**src/rtl/calc_pkg.sv**
```systemverilog
// Shared constants for the sequential calculator: opcodes, widths and FSM encoding.
package calc_pkg;

    localparam int OPW  = 8;
    localparam int RESW = 16;
    localparam int CNTW = 4;

    localparam logic [1:0] OP_ADD = 2'b00;
    localparam logic [1:0] OP_SUB = 2'b01;
    localparam logic [1:0] OP_MUL = 2'b10;
    localparam logic [1:0] OP_DIV = 2'b11;

    typedef enum logic [1:0] {
        IDLE = 2'b00,
        BUSY = 2'b01,
        DONE = 2'b10
    } calc_state_e;

endpackage

```
**src/rtl/calc_iter_unit.sv**
```systemverilog
// Iterative datapath: shift-add multiply or restoring divide, one step per clock.
module calc_iter_unit
    import calc_pkg::*;
#(
    parameter int ITER = 8
) (
    input  logic            clk,
    input  logic            rst,
    input  logic            start_i,
    input  logic            is_div_i,
    input  logic [OPW-1:0]  a_i,
    input  logic [OPW-1:0]  b_i,
    output logic            done_o,
    output logic [RESW-1:0] result_o
);

    logic            busy_q, busy_d;
    logic            is_div_q, is_div_d;
    logic [CNTW-1:0] cnt_q, cnt_d;
    logic [RESW-1:0] acc_q, acc_d;
    logic [RESW-1:0] mcand_q, mcand_d;
    logic [OPW-1:0]  b_q, b_d;
    logic [OPW:0]    shifted;
    logic [OPW-1:0]  rem_sub;

    always_comb begin
        busy_d   = busy_q;
        is_div_d = is_div_q;
        cnt_d    = cnt_q;
        acc_d    = acc_q;
        mcand_d  = mcand_q;
        b_d      = b_q;
        done_o   = 1'b0;
        // For DIV acc holds {remainder, dividend/quotient}; bits shift left through it.
        shifted  = {acc_q[15:8], acc_q[7]};
        rem_sub  = shifted[7:0] - b_q;
        if (start_i) begin
            busy_d   = 1'b1;
            is_div_d = is_div_i;
            cnt_d    = '0;
            b_d      = b_i;
            mcand_d  = {8'b0, a_i};
            acc_d    = is_div_i ? {8'b0, a_i} : '0;
        end else if (busy_q) begin
            if (is_div_q) begin
                if (shifted >= {1'b0, b_q})
                    acc_d = {rem_sub, acc_q[6:0], 1'b1};
                else
                    acc_d = {shifted[7:0], acc_q[6:0], 1'b0};
            end else begin
                if (b_q[0])
                    acc_d = acc_q + mcand_q;
                mcand_d = mcand_q << 1;
                b_d     = b_q >> 1;
            end
            cnt_d = cnt_q + 1'b1;
            if (cnt_q == CNTW'(ITER - 1)) begin
                busy_d = 1'b0;
                done_o = 1'b1;
            end
        end
    end

    // The final step's value is offered combinationally so the caller can register it on the same edge.
    assign result_o = acc_d;

    always_ff @(posedge clk or posedge rst) begin
        if (rst) begin
            busy_q   <= 1'b0;
            is_div_q <= 1'b0;
            cnt_q    <= '0;
            acc_q    <= '0;
            mcand_q  <= '0;
            b_q      <= '0;
        end else begin
            busy_q   <= busy_d;
            is_div_q <= is_div_d;
            cnt_q    <= cnt_d;
            acc_q    <= acc_d;
            mcand_q  <= mcand_d;
            b_q      <= b_d;
        end
    end

endmodule

```
**src/rtl/seq_calculator.sv**
```systemverilog
// Sequential calculator: single-cycle ADD/SUB, iterative MUL/DIV, one request in flight.
module seq_calculator
    import calc_pkg::*;
#(
    parameter int ITER = 8
) (
    input  logic            clk,
    input  logic            rst,
    input  logic            in_valid,
    output logic            in_ready,
    input  logic [OPW-1:0]  A,
    input  logic [OPW-1:0]  B,
    input  logic [1:0]      opcode,
    output logic            out_valid,
    input  logic            out_ready,
    output logic [RESW-1:0] result,
    output logic            error_flag,
    output logic [1:0]      dbg_state
);

    // Handshakes: a transfer happens on a rising edge where valid && ready; the
    // sender holds data stable while valid is high and ready is low.
    calc_state_e     state_q, state_d;
    logic [RESW-1:0] result_q, result_d;
    logic            error_q, error_d;
    logic            iter_start;
    logic            iter_done;
    logic [RESW-1:0] iter_result;
    logic [OPW:0]    sum9;

    assign sum9 = {1'b0, A} + {1'b0, B};

    calc_iter_unit #(.ITER(ITER)) u_iter (
        .clk      (clk),
        .rst      (rst),
        .start_i  (iter_start),
        .is_div_i (opcode == OP_DIV),
        .a_i      (A),
        .b_i      (B),
        .done_o   (iter_done),
        .result_o (iter_result)
    );

    always_comb begin
        state_d    = state_q;
        result_d   = result_q;
        error_d    = error_q;
        iter_start = 1'b0;
        case (state_q)
            IDLE: begin
                if (in_valid) begin
                    error_d = 1'b0;
                    state_d = DONE;
                    case (opcode)
                        OP_ADD: result_d = {7'b0, sum9};
                        OP_SUB: result_d = {8'b0, A} - {8'b0, B};
                        default: begin
                            if (opcode == OP_DIV && B == '0) begin
                                result_d = '0;
                                error_d  = 1'b1;
                            end else begin
                                iter_start = 1'b1;
                                state_d    = BUSY;
                            end
                        end
                    endcase
                end
            end
            BUSY: begin
                if (iter_done) begin
                    result_d = iter_result;
                    error_d  = 1'b0;
                    state_d  = DONE;
                end
            end
            DONE: begin
                if (out_ready)
                    state_d = IDLE;
            end
            default: state_d = IDLE;
        endcase
    end

    always_ff @(posedge clk or posedge rst) begin
        if (rst) begin
            state_q  <= IDLE;
            result_q <= '0;
            error_q  <= 1'b0;
        end else begin
            state_q  <= state_d;
            result_q <= result_d;
            error_q  <= error_d;
        end
    end

    assign in_ready   = (state_q == IDLE);
    assign out_valid  = (state_q == DONE);
    assign result     = result_q;
    assign error_flag = error_q;
    assign dbg_state  = state_q;

endmodule

```
**config.mk**
```make
export PLATFORM = sky130hd
export DESIGN_NAME = seq_calculator
export DESIGN_NICKNAME = d
export VERILOG_FILES = /design/src/rtl/calc_pkg.sv /design/src/rtl/calc_iter_unit.sv /design/src/rtl/seq_calculator.sv
export SDC_FILE = /design/constraint.sdc
export NUM_CORES = 1
export LEC_CHECK = 0
export ABC_AREA = 1
export CORE_UTILIZATION = 25
export CTS_CLUSTER_DIAMETER = 100
export DETAILED_ROUTE_END_ITERATION = 10
export SYNTH_ARGS = -nofsm -noshare
export SYNTH_HDL_FRONTEND = slang
export SYNTH_SLANG_ARGS = --single-unit
```
**constraint.sdc**
```tcl
create_clock -name clk -period 5.6 [get_ports clk]
set_input_delay 0.84 -clock clk [delete_from_list [all_inputs] [get_ports clk]]
set_output_delay 0.84 -clock clk [all_outputs]
set_load 0.01 [all_outputs]
```
==> metrics.txt <==
DRC violations left=0; Seq cells post-synth=65; Cells after DPL=1,105; die height=150 microns; vias in the first global route=5,001; combinational power share=0.615; Leak=3.22 nW; CTS sink cnt=65; switching part of the total=0.501; Worst Skew=0.00616 ns; number of antenna diodes=0; final worst slack=2.16 ns; Clk pwr share=0.143; RSZ-0062 raised after global routing=false; Syn Area/Cell=6.74 sq um; Clock Path Buffers=2; DR pass1 iterations=5; critical path launch point type=input pin; commonest non-fill, non-tap cell in the layout=nand2_1; Distinct cells, synth=40; Mapped Nets=877; Hold Buf Count CTS=0; RePlAce Congestion=0.930; largest net degree at the start of global routing=66; fill count=2,366; Yosys top cell by area=dfrtp_1; Remaining Overflow, GRT=0; IO Port Bufs=42; power share of the sequential group=0.242; antenna violations before repair=0; core area=21,200 sq um; nets@finish=907; critical register-to-register path endpoint=result[11]; DRT Wirelength=15,700 microns; Vias=5,189; fraction of layout cells with a size suffix above 1=0.0627; Final min period=3.44 ns; sequential area share after synthesis=0.298; min-delay worst type=flop to flop; busiest grt layer=met2; TritonCTS Buffers=9; area grow syn2layout=17.0%; die width=150 microns; Final Max Tran Viols=0; hold path startpoint=result[6]; Tot GR Track Use=0.146; post-route clock period utilization=0.614; worst-path maximum fanout=7; net switching power=0.00190 W; most frequent cells in the layout=nand2_1, inv_1, nand3_1, dfrtp_1; hold endpoint=result[6]; # H-tree levels=3; CP endpoint kind=flop; Final Core Density=0.301; maximum VDD drop=0.281 mV; Top Ports=43; top cell type's share of synthesized area=0.298; Critical R2R Launch=dbg_state[0]; Reg2Reg Setup Slack=3.08 ns; Hold Fails Final Rpt=0; first-pass GRT wire length=25,800 microns; Synth Warn #=0; Slew @ Worst Pin=0.938 ns; top post-synthesis cells by area=dfrtp_1, nand2_1, ha_1; Worst-Skew Late Latency=0.34 ns; Initial Util=0.257; ANT nets after route=0; M2 GR Usage=0.240; Syn Inst Count=811; max cap viols=0; Hold Crit Depth=2; dpl hpwl=12,200 microns; WP data required=5.80 ns; fmax=291 MHz; synthesized cell area=5460 sq um; dpl ws=1.89 ns; Worst-path clk slew=0.05 ns; die area=22,500 sq um; Sum Neg Setup Slack=0 ns; status=completed; setup violators final=0; Setup Fix Bufs, Post-CTS=0; P_int=0.00190 W; grt met3 use=0.0174; Critical Path AT=3.64 ns; pwr dens=594 nW/um^2; Core Rows=53; Slew Limit Headroom=0.374; CTS tree=yes; Hold Slack=0.482 ns; Post-CTS Resized=0; Clock Tree Root=clkbuf_16; initial drt markers=311; critical path class=input pin to flop; Avg WL per Cell=14.0 microns; Layout Cells excl Fill=1,120; via-per-instance ratio=4.63; Reg2Reg Depth=10; M1 GR Usage=0.199
## metal layers
| layer | part of all wire | up-vias |
|---|---|---|
| met1 | 0.48 | 2336 |
| met3 | 0.045 | 32 |
| li1 | - | 2668 |
| met4 | 0.021 | 0 |
| met2 | 0.46 | 153 |
| met5 | 0 | - |
## power groups by stage
| stage | logic [W] | registers (W) | clock network, W |
|---|---|---|---|
| after floorplan | 0.00175 | 0.000844 | 0 |
| after global placement | 0.00231 | 0.000924 | 0 |
| after detailed placement | 0.00233 | 0.000927 | 0 |
| after CTS | 0.00235 | 0.000921 | 0.000544 |
| after global routing | 0.00266 | 0.000950 | 0.000564 |
| final | 0.00234 | 0.000920 | 0.000543 |
## registers in the layout, summed over array words and instances (netlist names)
name / count
error_flag: 1
result: 16
u_iter.mcand_q: 16
dbg_state: 2
u_iter.busy_q: 1
u_iter.acc_q: 16
u_iter.cnt_q: 4
u_iter.b_q: 8
u_iter.is_div_q: 1
## worst max-delay path by stage
stage               from            to  slack [ns]  depth (start not counted)
detailed placement  A[0]    result[11]        1.89                         11
finish              A[0]    result[11]        2.16                         11
floorplan            rst  dbg_state[0]        3.13                          1
global route        A[0]    result[11]        2.08                         11
CTS                 A[0]    result[11]        2.23                         11
global placement    A[0]    result[14]        1.97                         11
## worst max-delay path: stages
cell and delay [ns]:
clkdlybuf4s50_1 0.49, inv_1 0.09, ha_1 0.24, fa_1 0.40, inv_1 0.10, nand4_1 0.09
o211ai_1 0.18, a21oi_1 0.10, o21ai_0 0.50, and2_1 0.49, a21oi_2 0.11
## stage by stage
stage	cell area [sq um]	power (W)
after CTS	6390	0.00381
after global routing	6390	0.00418
after detailed placement	6110	0.00325
after floorplan	5460	0.00260
final	6390	0.00380
after global placement	6110	0.00324
## kinds of logic (layout without fill, tap and decap cells)
family,after synthesis,in the layout,share of synthesized area
fa+ha+maj,44,44,0.106
buf+inv,161,195,0.119
xor+xnor,12,12,0.0192
flops,65,65,0.298
compound gates,145,145,0.156
simple gates,384,384,0.302
## final cells by class
cell class	count	area, sq um	share of cell area
repair buffers	45	443	0.0693
flip-flops and latches	65	1630	0.254
well taps	275	344	0.0538
multi-input cells	585	3190	0.499
clock inverters	3	15.0	0.00235
inverters	135	509	0.0796
clock buffers	12	267	0.0417
## synthesized netlist by cell type (all sizes together)
cell type	count
nand3	71
o211ai	18
nor3	5
buf	17
xnor2	6
ha	40
inv	135
a221oi	2
nand4	8
clkbuf	9
o22ai	13
o21bai	1
nand2	238
nor2	52
o31ai	4
o21ai	50
fa	4
xor2	6
nand3b	4
dfrtp	65
or2	4
o2111ai	1
a21oi	56
and2	2
(Power assumes the default switching activity.)
